$ cat src/rtl/mmu_ptw_responder.sv
// MMU page-table-walk responder: queues walk requests, fetches 64-bit lines, holds each response until taken.
// Latency: 1 cycle request->oMEM_REQ from empty; oMMU_VALID 1 cycle after iMEM_VALID; optional cache hit 1 cycle.
// Backpressure: oMMU_LOCK when queue full; oMEM_REQ held while iMEM_LOCK; response held while iMMU_LOCK.
//
// Ports: iCLOCK/iRESET (sync, active-high); iFLUSH invalidates the line cache.
//   MMU side: iMMU_REQ/oMMU_LOCK/iMMU_ADDR requests, oMMU_VALID/iMMU_LOCK/oMMU_DATA responses.
//   Memory side: oMEM_REQ/iMEM_LOCK/oMEM_ADDR requests, iMEM_VALID/oMEM_LOCK/iMEM_DATA read data.
//   oERROR pulses for one cycle when a fetch is abandoned by the watchdog.
// Optional one-entry line cache: define MMU_PTW_LINE_CACHE_EN.

// Generic request FIFO; also exposes the entry behind the head so a pop can chain straight into the next fetch.
// Latency: write visible at head one cycle after push.
// Backpressure: none internally; the caller must not push when count==DEPTH.
module mmu_ptw_fifo #(
    parameter int DEPTH = 4,
    parameter int W     = 31
) (
    input  logic                   iCLOCK,
    input  logic                   iRESET,
    input  logic                   push_vld,
    input  logic [W-1:0]           push_dat,
    input  logic                   pop_vld,
    output logic [W-1:0]           head_dat,
    output logic [W-1:0]           next_dat,
    output logic [$clog2(DEPTH):0] count
);
    localparam int AW = $clog2(DEPTH);
    localparam int CW = AW + 1;

    logic [W-1:0]  mem [DEPTH];
    logic [AW-1:0] wr_ptr;
    logic [AW-1:0] rd_ptr;

    assign head_dat = mem[rd_ptr];
    assign next_dat = mem[rd_ptr + AW'(1)];

    always_ff @(posedge iCLOCK) begin
        if (iRESET) begin
            wr_ptr <= '0;
            rd_ptr <= '0;
            count  <= '0;
        end else begin
            if (push_vld) begin
                mem[wr_ptr] <= push_dat;
                wr_ptr      <= wr_ptr + AW'(1);
            end
            if (pop_vld) begin
                rd_ptr <= rd_ptr + AW'(1);
            end
            if (push_vld && !pop_vld) begin
                count <= count + CW'(1);
            end else if (!push_vld && pop_vld) begin
                count <= count - CW'(1);
            end
        end
    end
endmodule

module mmu_ptw_responder #(
    parameter int DEPTH   = 4,
    parameter int TIMEOUT = 256
) (
    input  logic        iCLOCK,
    input  logic        iRESET,
    input  logic        iFLUSH,
    input  logic        iMMU_REQ,
    output logic        oMMU_LOCK,
    input  logic [31:0] iMMU_ADDR,
    output logic        oMMU_VALID,
    input  logic        iMMU_LOCK,
    output logic [63:0] oMMU_DATA,
    output logic        oMEM_REQ,
    input  logic        iMEM_LOCK,
    output logic [31:0] oMEM_ADDR,
    input  logic        iMEM_VALID,
    output logic        oMEM_LOCK,
    input  logic [63:0] iMEM_DATA,
    output logic        oERROR
);
    localparam int CW = $clog2(DEPTH) + 1;
    localparam int WW = $clog2(TIMEOUT);

    typedef enum logic [1:0] {ST_IDLE, ST_REQ, ST_WAIT, ST_RESP} state_t;

    state_t        state;
    logic [WW-1:0] wdog;
    logic          push;
    logic          pop;
    logic [30:0]   head_line;
    logic [30:0]   next_line;
    logic [CW-1:0] count;
    logic [CW-1:0] count_nxt;
    logic [30:0]   cur_line;
    logic          cur_avail;
    logic [30:0]   nxt_line;
    logic          nxt_avail;
    logic          cur_hit;
    logic          nxt_hit;
    logic [63:0]   hit_dat;
    logic          timeout;
    logic          unused_addr0;

    // Only the line address is queued; the word-select bit never reaches memory.
    assign unused_addr0 = iMMU_ADDR[0];

    assign push = iMMU_REQ && !oMMU_LOCK;
    assign pop  = (state == ST_RESP) && !iMMU_LOCK;

    mmu_ptw_fifo #(.DEPTH(DEPTH), .W(31)) u_req_fifo (
        .iCLOCK   (iCLOCK),
        .iRESET   (iRESET),
        .push_vld (push),
        .push_dat (iMMU_ADDR[31:1]),
        .pop_vld  (pop),
        .head_dat (head_line),
        .next_dat (next_line),
        .count    (count)
    );

    // Head as seen this cycle: an empty queue forwards the request being pushed so IDLE reacts at once.
    assign cur_line  = (count == '0) ? iMMU_ADDR[31:1] : head_line;
    assign cur_avail = (count != '0) || push;
    // Head after the RESP pop: the entry behind the current head, or the concurrent push if none.
    assign nxt_line  = (count > CW'(1)) ? next_line : iMMU_ADDR[31:1];
    assign nxt_avail = (count > CW'(1)) || push;

    assign timeout = (state == ST_WAIT) && !iMEM_VALID && (wdog == WW'(TIMEOUT - 1));

    always_comb begin
        count_nxt = count;
        if (push && !pop) begin
            count_nxt = count + CW'(1);
        end else if (!push && pop) begin
            count_nxt = count - CW'(1);
        end
    end

`ifdef MMU_PTW_LINE_CACHE_EN
    logic [30:0] cache_tag;
    logic [63:0] cache_dat;
    logic        cache_vld;

    // A flush in the decision cycle already counts as a miss.
    assign cur_hit = cache_vld && !iFLUSH && (cur_line == cache_tag);
    assign nxt_hit = cache_vld && !iFLUSH && (nxt_line == cache_tag);
    assign hit_dat = cache_dat;

    // oMEM_ADDR still holds the line being fetched throughout WAIT, so it doubles as the fill tag.
    always_ff @(posedge iCLOCK) begin
        if (iRESET) begin
            cache_vld <= 1'b0;
        end else if ((state == ST_WAIT) && iMEM_VALID) begin
            cache_tag <= oMEM_ADDR[31:1];
            cache_dat <= iMEM_DATA;
            cache_vld <= !iFLUSH;
        end else if (timeout || iFLUSH) begin
            cache_vld <= 1'b0;
        end
    end
`else
    logic unused_flush;

    assign unused_flush = iFLUSH;
    assign cur_hit      = 1'b0;
    assign nxt_hit      = 1'b0;
    assign hit_dat      = '0;
`endif

    always_ff @(posedge iCLOCK) begin
        if (iRESET) begin
            state      <= ST_IDLE;
            wdog       <= '0;
            oMMU_VALID <= 1'b0;
            oMMU_DATA  <= '0;
            oMEM_REQ   <= 1'b0;
            oMEM_ADDR  <= '0;
            oMEM_LOCK  <= 1'b1;
            oMMU_LOCK  <= 1'b0;
            oERROR     <= 1'b0;
        end else begin
            oERROR    <= 1'b0;
            // Track the post-update count so the lock is never a cycle stale.
            oMMU_LOCK <= (count_nxt == CW'(DEPTH));
            case (state)
                ST_IDLE: begin
                    if (cur_avail) begin
                        if (cur_hit) begin
                            state      <= ST_RESP;
                            oMMU_VALID <= 1'b1;
                            oMMU_DATA  <= hit_dat;
                        end else begin
                            state     <= ST_REQ;
                            oMEM_REQ  <= 1'b1;
                            oMEM_ADDR <= {cur_line, 1'b0};
                        end
                    end
                end
                ST_REQ: begin
                    if (!iMEM_LOCK) begin
                        state     <= ST_WAIT;
                        oMEM_REQ  <= 1'b0;
                        oMEM_LOCK <= 1'b0;
                        wdog      <= '0;
                    end
                end
                ST_WAIT: begin
                    // Data arriving on the last watchdog cycle still wins over the timeout.
                    if (iMEM_VALID) begin
                        state      <= ST_RESP;
                        oMEM_LOCK  <= 1'b1;
                        oMMU_VALID <= 1'b1;
                        oMMU_DATA  <= iMEM_DATA;
                    end else if (timeout) begin
                        state      <= ST_RESP;
                        oMEM_LOCK  <= 1'b1;
                        oMMU_VALID <= 1'b1;
                        oMMU_DATA  <= '0;
                        oERROR     <= 1'b1;
                    end else begin
                        wdog <= wdog + WW'(1);
                    end
                end
                ST_RESP: begin
                    if (!iMMU_LOCK) begin
                        oMMU_VALID <= 1'b0;
                        if (!nxt_avail) begin
                            state <= ST_IDLE;
                        end else if (nxt_hit) begin
                            oMMU_VALID <= 1'b1;
                            oMMU_DATA  <= hit_dat;
                        end else begin
                            state     <= ST_REQ;
                            oMEM_REQ  <= 1'b1;
                            oMEM_ADDR <= {nxt_line, 1'b0};
                        end
                    end
                end
                default: state <= ST_IDLE;
            endcase
        end
    end
endmodule

$ cat config.mk
export PLATFORM = sky130hd
export DESIGN_NAME = mmu_ptw_responder
export DESIGN_NICKNAME = d
export VERILOG_FILES = /design/src/rtl/mmu_ptw_responder.sv
export SDC_FILE = /design/constraint.sdc
export NUM_CORES = 1
export LEC_CHECK = 0
export ABC_AREA = 1
export ABC_CLOCK_PERIOD_IN_PS = 2600
export CELL_PAD_IN_SITES_DETAIL_PLACEMENT = 1
export CELL_PAD_IN_SITES_GLOBAL_PLACEMENT = 2
export CORE_MARGIN = 4
export CORE_UTILIZATION = 28
export CTS_CLUSTER_DIAMETER = 40
export CTS_CLUSTER_SIZE = 28
export DETAILED_ROUTE_END_ITERATION = 7
export PLACE_DENSITY = 0.87
export SLEW_MARGIN = 20
export SYNTH_ARGS = -nofsm -noshare
export SYNTH_HDL_FRONTEND = slang
export SYNTH_SLANG_ARGS = --single-unit
$ cat constraint.sdc
create_clock -name iCLOCK -period 2.6 [get_ports iCLOCK]
set_clock_uncertainty 0.05 [all_clocks]
set_input_delay 0.39 -clock iCLOCK [delete_from_list [all_inputs] [get_ports iCLOCK]]
set_output_delay 0.39 -clock iCLOCK [all_outputs]
set_load 0.005 [all_outputs]
# [Word level (Yosys, flattened, before mapping)]
# Memory sizes are Yosys's and may differ from the RTL's. A register that Yosys moved wholly into a read port is not among the register bits.
# Index checks and enable logic that the tools add are counted.
[word_totals] ramBits=124 mem_count=1 ff_bits=118 out_inout_bits=101 word_cells=98 inputBits=103
[classes] muxes=37 magnitude_cmp=1 add_sub_neg=5 n_eq_ne=12 bitwise=1 reduce_logical=29
[memory_table] name="u_req_fifo.mem" words=4 word_bits=31 read_ports=2 rd_clocked_by_memory_dff=1 write_ports=1 line="30" source="logic [W-1:0] mem [DEPTH];"
[ops] operator="2-to-1 mux 64 bit" n=2
[ops] operator="2-to-1 mux 32 bit" n=3
[ops] operator="one-hot mux 32 bit (2 select lines)" n=1
[ops] operator="2-to-1 mux 31 bit" n=2
[ops] operator="2-to-1 mux 8 bit" n=3
[ops] operator="one-hot mux 8 bit (2 select lines)" n=1
[ops] operator="2-to-1 mux 2 bit" n=7
[ops] operator="2-to-1 mux 1 bit" n=12
[ops] operator="inequality test 2 bit, second input constant" n=6
[ops] operator="AND reduction 4 bit" n=3
[ops] operator="adder 8 x 1 -> 8 bit, second input constant" n=1
[ops] operator="== test 8 bit, second input constant" n=1
[ops] operator="one-hot mux 2 bit (4 select lines)" n=1
[ops] operator="nonzero test 2 bit" n=4
[ops] operator="logical AND 1 bit" n=6
[ops] operator="2-to-1 mux 3 bit" n=2
[ops] operator="AND reduction 3 bit" n=2
[ops] operator="nonzero test 3 bit" n=2
[ops] operator="logical NOT 1 bit" n=5
[ops] operator="AND reduction 5 bit" n=1
[ops] operator="adder 2 x 1 -> 2 bit, second input constant" n=2
[ops] operator="== test 2 bit, second input constant" n=2
[ops] operator="one-hot mux 1 bit (2 select lines)" n=2
[ops] operator="adder 3 x 1 -> 3 bit, second input constant" n=1
[ops] operator="12 further kinds" n=13

# [Depth between registers and ports, before layout]
# Gate-level depths: netlist (run 1).
[logic_depth] depth_word=7 ltp_mapped=12

# [By module]
# Synthesis (run 1) repeated with hierarchy kept, for this count alone.
[unflattened] hier_cells=1517 area_unflattened_um2=11920.2
[by_module_without_submodules] module="mmu_ptw_fifo" seq_area_each_um2=3903.7 cells_per_inst=593 n_inst=1 area_each_um2=6020.8
[by_module_without_submodules] module="mmu_ptw_responder" seq_area_each_um2=2202.1 cells_per_inst=924 n_inst=1 area_each_um2=5899.4

# [Worst setup path before layout (run 1)]
# No wires, ideal clock.
[synth_timing] path_kind="input-to-reg" startpoint="input port iRESET" endpoint="memory u_req_fifo.mem[0][0] (enable)" setup_ps=419 setup_slack_ps=-184 path_stages=5 t_arrival_ps=2315 path_cell_list="clkbuf_1 > inv_1 > clkbuf_1 > nand2_1 > nor2_1"
[synth_between] elab_chain_len=2
[synth_lines] element="start: declaration" line="64" source="input logic iRESET,"
[synth_lines] element="2-to-1 mux 1 bit" line="38" source="if (iRESET) begin"
[synth_lines] element="2-to-1 mux 1 bit (implied by the code)" line="44" source="mem[wr_ptr] <= push_dat;"
[synth_lines] element="end: declaration" line="30"
# Every way passes these cells.

# [Worst setup path after layout (run 1)]
[layout_timing] startpoint="register state[1]" endpoint="register oMEM_ADDR[1]"
[layout_between] elab_chain_len=3
[layout_lines] element="start: declaration" line="85" source="state_t state;"
[layout_lines] element="start signal: assignment" line="171" source="state <= ST_IDLE;"
[layout_lines] element="start signal: assignment" line="188" source="state <= ST_RESP;"
[layout_lines] element="start signal: assignment" line="192" source="state <= ST_REQ;"
[layout_lines] element="== test 2 bit or logical NOT 2 bit (tied branches)" line="184" source="case (state)"
[layout_lines] element="inequality test 2 bit (no source line) or nonzero test 2 bit (tied branches)"
[layout_lines] element="AND reduction 4 bit (no source line)"
[layout_lines] element="end signal: assignment" line="194" source="oMEM_ADDR <= {cur_line, 1'b0};"
[layout_lines] element="end signal: assignment" line="234" source="oMEM_ADDR <= {nxt_line, 1'b0};"
[layout_lines] element="end: declaration" line="74" source="output logic [31:0] oMEM_ADDR,"
# Several ways; a longest one is shown, not always the timed one.
# A chain may end at the register's enable or synchronous reset.

==> run metrics, run 1 <==
count leader, synth nand2_1; cell taking the most area after synthesis edfxtp_1; clock share of power 0.408; drt total wl about 41,000 um; syn nets about 1,700; Iteration-0 DRC Markers approximately 540; WL met3 ~3400 um; Seq cells post-synth about 240; Most used DFF post-synth edfxtp_1; critical path fanouts, max 16; Pre-Repair DR Iteration Count 5; Post-synth ARST share 0; maximum clock rate 435 MHz; CTS tree yes; Worst Max-Slew Pin Slew 0.874 ns; Setup Fix Bufs, Post-CTS 0; Leak approximately 6.4 nW; hold path depth 3; status finished, final reports clean; Finished Layout Cells 2,293; I/O Buffers 200; number of global-route vias before repair approximately 12,000; worst skew pair latency 0.57 ns; Yosys warnings 0; H-tree levels 2; WP data arrival approximately 2.7 ns; PD cells approximately 990 nW/um^2; synth unique cells 29; final net count 1,831; ratio of final minimum period to clock period 0.884; number of synthesized flops with an enable pin between 100 and 150; DR DRC count 0; syn avg cell area 7.80 um^2; Clock Path Buffers 3; Gate power share 0.296; DR vias/cell 4.84; DR vias about 11,000; Die H 215 um; synthesis-to-finish area growth 35.7%; Setup Crit Path Kind reg -> reg; M1 WL roughly 17,000 um; clk sinks 243; Global Route Usage Sum 0.172; global route total overflow 0; Met2 Wirelength 20,000 um; # hold bufs at CTS 0; dpl hpwl 25,600 um; internal power 0.0107 W; final setup TNS 0 ns; max-slew violations 0; Setup WS pre-CTS 0.272 ns; Mapped Area 12,000 um^2; post-synth top area share 0.311; # rows 75; Final Wtd Congestion 0.756; clock tree root buffer cell clkbuf_16; Synth area leaders edfxtp_1 (31%), dfxtp_1 (20%), nand2_1 (9.2%); final-report hold violation count 0; Die Area roughly 46,000 um^2; RSZ-0062 raised after global routing false; VDD IR-drop max roughly 0.00045 V; Seq/Total Area, Yosys 0.510; register share of total power 0.296; reg2reg setup slack 0.30 ns; Hold WC Path Type in -> reg; crit path time final 2.30 ns; relative slew slack 0.417; Startpoint Class register; n_diodes 0; Switching Share 0.334; first-pass GRT wire length between 60,000 and 70,000 um; initial antenna violation count 2; R2R Path End oMEM_ADDR[1]$_SDFFE_PP0P_; Final ANT Viol Nets 0; hold_sp iMEM_DATA[20]; reg2reg path depth 9; DR top layer met5; setup violators final 0; wire per inst 17.8 um; layout cell share with drive strength beyond 1 0.0827; CTS resizes 0; Worst-path clk slew 0.05 ns; fin worst setup slack ~0.3 ns; Starting Density 0.284; largest net degree at the start of global routing 78; Hold Path End oMMU_DATA[20]$_SDFFE_PP0P_; Worst Path Required 3.01 ns; Synth Instances 1,533; maxcap violations 0; CORE AREA around 42,000 um^2; die width 215 um; Switching Power 0.00534 W; I/O pin total ~200; Post-synth top cells nand2_1 (294), nor2_1 (245), nand3_1 (176); reg-to-reg startpoint state[1]$_SDFFE_PP0P_; CP Capture Type register; cts bufs inserted 48; placed insts 2,203
[worst max-delay path: stages (launching register included)]
cell and delay [ns]:
dfxtp_1 0.40, ha_1 0.48, inv_2 0.23, nand2_1 0.16, nand3_2 0.10, nor2_4 0.16
buf_4 0.29, nand2_1 0.09, nor2_1 0.17, nor2_1 0.05
[area by class of cell]
cell class              count  area (um^2)
repair buffers            235         2380
clock buffers              60         1370
multi-input cells        1022         4730
well taps                 539          674
inverters                 164          616
flip-flops and latches    243         6110
clock inverters            30          353
fillers                  4955        25900
[per-stage QoR]
step	util	total power, W	cell area, um^2	hold slack [ns]
6_report	0.385	0.0160	16200	0.351
5_1_grt	0.385	0.0170	16200	0.350
4_1_cts	0.385	0.0163	16200	0.310
3_5_place_dp	0.344	0.00960	14500	0.427
3_3_place_gp	0.344	0.00947	14500	0.416
2_1_floorplan	-	0.00750	12000	0.411
[flip-flops by register name (all words and copies together), names as in the netlist, named ones only]
| signal | cells |
|---|---|
| oERROR | 1 |
| oMEM_ADDR | 31 |
| oMEM_LOCK | 1 |
| oMEM_REQ | 1 |
| oMMU_DATA | 64 |
| oMMU_LOCK | 1 |
| oMMU_VALID | 1 |
| state | 2 |
| u_req_fifo.count | 3 |
| u_req_fifo.mem | 124 |
| u_req_fifo.rd_ptr | 2 |
| u_req_fifo.wr_ptr | 2 |
| wdog | 8 |
[worst max path at each step]
| stage | start | end | slack (ns) | depth (start not counted) |
|---|---|---|---|---|
| after global routing | state[1]$_SDFFE_PP0P_ | oMEM_ADDR[11]$_SDFFE_PP0P_ | 0.12 | 9 |
| final | state[1]$_SDFFE_PP0P_ | oMEM_ADDR[1]$_SDFFE_PP0P_ | 0.30 | 9 |
| after detailed placement | iMMU_REQ | oMEM_ADDR[4]$_SDFFE_PP0P_ | 0.27 | 9 |
| after global placement | iMMU_REQ | oMEM_ADDR[14]$_SDFFE_PP0P_ | 0.28 | 9 |
| after CTS | state[1]$_SDFFE_PP0P_ | oMEM_ADDR[1]$_SDFFE_PP0P_ | 0.27 | 9 |
| after floorplan | iRESET | u_req_fifo.mem[0][0]$_DFFE_PP_ | -0.18 | 5 |
[cells by family after synthesis]
family          synth area share
xor+xnor                 0.00429
simple gates               0.251
compound gates             0.122
buf+inv                   0.0972
fa+ha+maj                 0.0146
flops                      0.510
other cells             0.000313
[per-layer routing]
metal  GRT usage  vias to the layer above
met5           0                        -
met4      0.0499                        4
met3      0.0600                       69
met2       0.300                      285
met1       0.201                     5369
li1            -                     5382
[power by group through the flow]
stage | Combinational [W] | Clock, W | Sequential, W
2_1_floorplan | 0.00273 | 0 | 0.00477
3_3_place_gp | 0.00469 | 0 | 0.00478
3_5_place_dp | 0.00480 | 0 | 0.00480
4_1_cts | 0.00485 | 0.00669 | 0.00473
5_1_grt | 0.00534 | 0.00686 | 0.00478
6_report | 0.00474 | 0.00653 | 0.00473
[layout by cell type, fill, tap and decap left out, types with 2 or more instances in the layout]
cell	synthesis	final
clkbuf_16	0	50
clkinv_4	0	4
nand4_1	2	2
clkbuf_8	0	8
ha_1	14	13
o211ai_1	31	31
a21oi_1	140	140
dfxtp_1	119	117
buf_12	0	10
nand3_1	176	176
nor2_1	245	240
clkinv_2	0	2
clkinv_1	0	4
buf_2	35	2
inv_2	6	6
inv_1	158	158
nand2_1	294	293
o21ai_0	74	74
edfxtp_1	124	124
clkbuf_1	45	2
nand3_2	4	4
buf_4	8	25
xor2_1	3	3
o21ai_1	29	29
clkdlybuf4s50_1	0	198
bufinv_16	0	6
inv_6	0	7
clkinvlp_4	0	6
nor2_4	2	6
nand2_2	1	2
No activity file was read; power rests on OpenSTA's default activity.
==> run 2, diff against run 1 <==
--- a/config.mk
+++ b/config.mk
@@ -9,7 +9,6 @@
 export ABC_CLOCK_PERIOD_IN_PS = 2600
 export CELL_PAD_IN_SITES_DETAIL_PLACEMENT = 1
 export CELL_PAD_IN_SITES_GLOBAL_PLACEMENT = 2
-export CORE_MARGIN = 4
 export CORE_UTILIZATION = 28
 export CTS_CLUSTER_DIAMETER = 40
 export CTS_CLUSTER_SIZE = 28
==> run metrics, run 2 (same netlist as run 1, synthesis figures left out) <==
Worst Path Required 3.01 ns (about the same); Die H 209 um (was 215 um); crit path time final 2.15 ns (was 2.30 ns); CTS tree yes (unchanged); Pre-Repair DR Iteration Count 5 (unchanged); I/O pin total 204 (unchanged); I/O Buffers 200 (unchanged); clock tree root buffer cell clkbuf_16 (unchanged); # hold bufs at CTS 0 (unchanged); maximum clock rate 464 MHz (was 435 MHz); PD cells 1010 nW/um^2 (was 985 nW/um^2); worst skew pair latency 0.59 ns (was 0.57 ns); clk sinks 243 (unchanged); layout cell share with drive strength beyond 1 0.0867 (was 0.0827); Iteration-0 DRC Markers 371 (was 542); Global Route Usage Sum 0.186 (was 0.172); H-tree levels 2 (unchanged); Leak 6.57 nW (was 6.45 nW); setup violators final 0 (unchanged); global route total overflow 0 (unchanged); CP Capture Type register (unchanged); number of global-route vias before repair 11,900 (was 11,800); RSZ-0062 raised after global routing false (unchanged); Worst Max-Slew Pin Slew 0.893 ns (was 0.874 ns); Final Wtd Congestion 0.750 (was 0.756); WHS 0.338 ns (was 0.351 ns); Starting Density 0.285 (was 0.284); drt total wl 40,500 um (was 40,900 um); synthesis-to-finish area growth 37.8% (was 35.7%); biggest regs u_req_fifo.mem (124), oMMU_DATA (64), oMEM_ADDR (31) (unchanged); DR vias 11,100 (about the same); VDD IR-drop max 0.000476 V (was 0.000450 V); die width 209 um (was 215 um); Fillers 4,963 (was 4,955); final-report hold violation count 0 (unchanged); final net count 1,840 (was 1,831); DR vias/cell 4.81 (was 4.84); first-pass GRT wire length 64,300 um (was 64,400 um); DR DRC count 0 (unchanged); maxcap violations 0 (unchanged); relative slew slack 0.404 (was 0.417); Final ANT Viol Nets 0 (unchanged); Die Area 43,600 um^2 (was 46,100 um^2); Hold WC Path Type in -> reg (unchanged); Setup Fix Bufs, Post-CTS 0 (unchanged); Worst-path clk slew 0.05 ns (about the same); reg2reg path depth 8 (was 9); wire per inst 17.6 um (was 17.8 um); most frequent cells in the layout nand2_1 (293), nor2_1 (240), clkdlybuf4s50_1 (198) (unchanged); cts bufs inserted 51 (was 48); # rows 75 (unchanged); largest net degree at the start of global routing 78 (unchanged); Clock Path Buffers 3 (unchanged); Reg with most FFs u_req_fifo.mem (unchanged); Power, Total 0.0166 W (was 0.0160 W); ratio of final minimum period to clock period 0.828 (was 0.884); commonest non-fill, non-tap cell in the layout nand2_1 (unchanged); initial antenna violation count 5 (was 2); status finished, final reports clean (unchanged); dpl hpwl 25,200 um (was 25,600 um); Startpoint Class register (unchanged); max reg flops 124 (unchanged); final setup TNS 0 ns (unchanged); Setup Crit Path Kind reg -> reg (unchanged); CORE AREA 42,000 um^2 (was 42,100 um^2); CTS resizes 0 (unchanged); n_diodes 0 (unchanged); hold path depth 3 (unchanged); critical path fanouts, max 45 (was 16); WP data arrival 2.56 ns (was 2.71 ns); max-slew violations 0 (unchanged)
==> run 2: worst max-delay path, cell delays in order, from the launching register on <==
cell and delay [ns]:
dfxtp_2 0.67, buf_4 0.60, nor2_1 0.13, a21oi_1 0.14
nor2_1 0.05, nor2_1 0.10, nor2_1 0.04, nor2_1 0.16
nor2_1 0.06
==> run 2: final cells by class <==
class	count	area, um^2	area share
clock inverters	33	508	0.0308
clock buffers	61	1370	0.0834
multi-input cells	1022	4710	0.286
repair buffers	241	2490	0.151
well taps	539	674	0.0409
flip-flops and latches	243	6110	0.371
inverters	164	616	0.0373
==> run 2: path summary, 6_finish.rpt <==
check	startpoint	to	slack (ns)
setup / recovery	u_req_fifo.rd_ptr[0]$_SDFFE_PP0P_	oMEM_ADDR[24]$_SDFFE_PP0P_	0.45
hold / removal	iMEM_DATA[59]	oMMU_DATA[59]$_SDFFE_PP0P_	0.34
setup reg to reg	u_req_fifo.rd_ptr[0]$_SDFFE_PP0P_	oMEM_ADDR[24]$_SDFFE_PP0P_	0.45
hold reg to reg	oMEM_REQ$_SDFFE_PP0P_	oMEM_REQ$_SDFFE_PP0P_	0.42
==> run 2: stage by stage <==
| step | setup WS [ns] | util | cells | area, um^2 |
|---|---|---|---|---|
| 2_1_floorplan | -0.184 | - | 1533 | 12000 |
| 3_3_place_gp | 0.361 | 0.347 | 2209 | 14600 |
| 3_5_place_dp | 0.328 | 0.347 | 2209 | 14600 |
| 4_1_cts | 0.441 | 0.392 | 2303 | 16500 |
| 5_1_grt | 0.252 | 0.392 | 2303 | 16500 |
| 6_report | 0.447 | 0.392 | 2303 | 16500 |
==> run 2: metal layers <==
metal / share of wire / wire [um] / vias to the layer above / track usage
met5: 0.0013 / 53 / - / 0
met4: 0.025 / 1030 / 8 / 0.0649
met3: 0.073 / 2970 / 79 / 0.0633
met2: 0.49 / 19700 / 246 / 0.325
met1: 0.41 / 16700 / 5349 / 0.211
li1: - / - / 5400 / -
==> run 2: where the power goes <==
part	switching [W]	internal, W
logic	0.00287	0.00188
clock network	0.00229	0.00487
registers	0.000261	0.00447
total	0.00542	0.0112
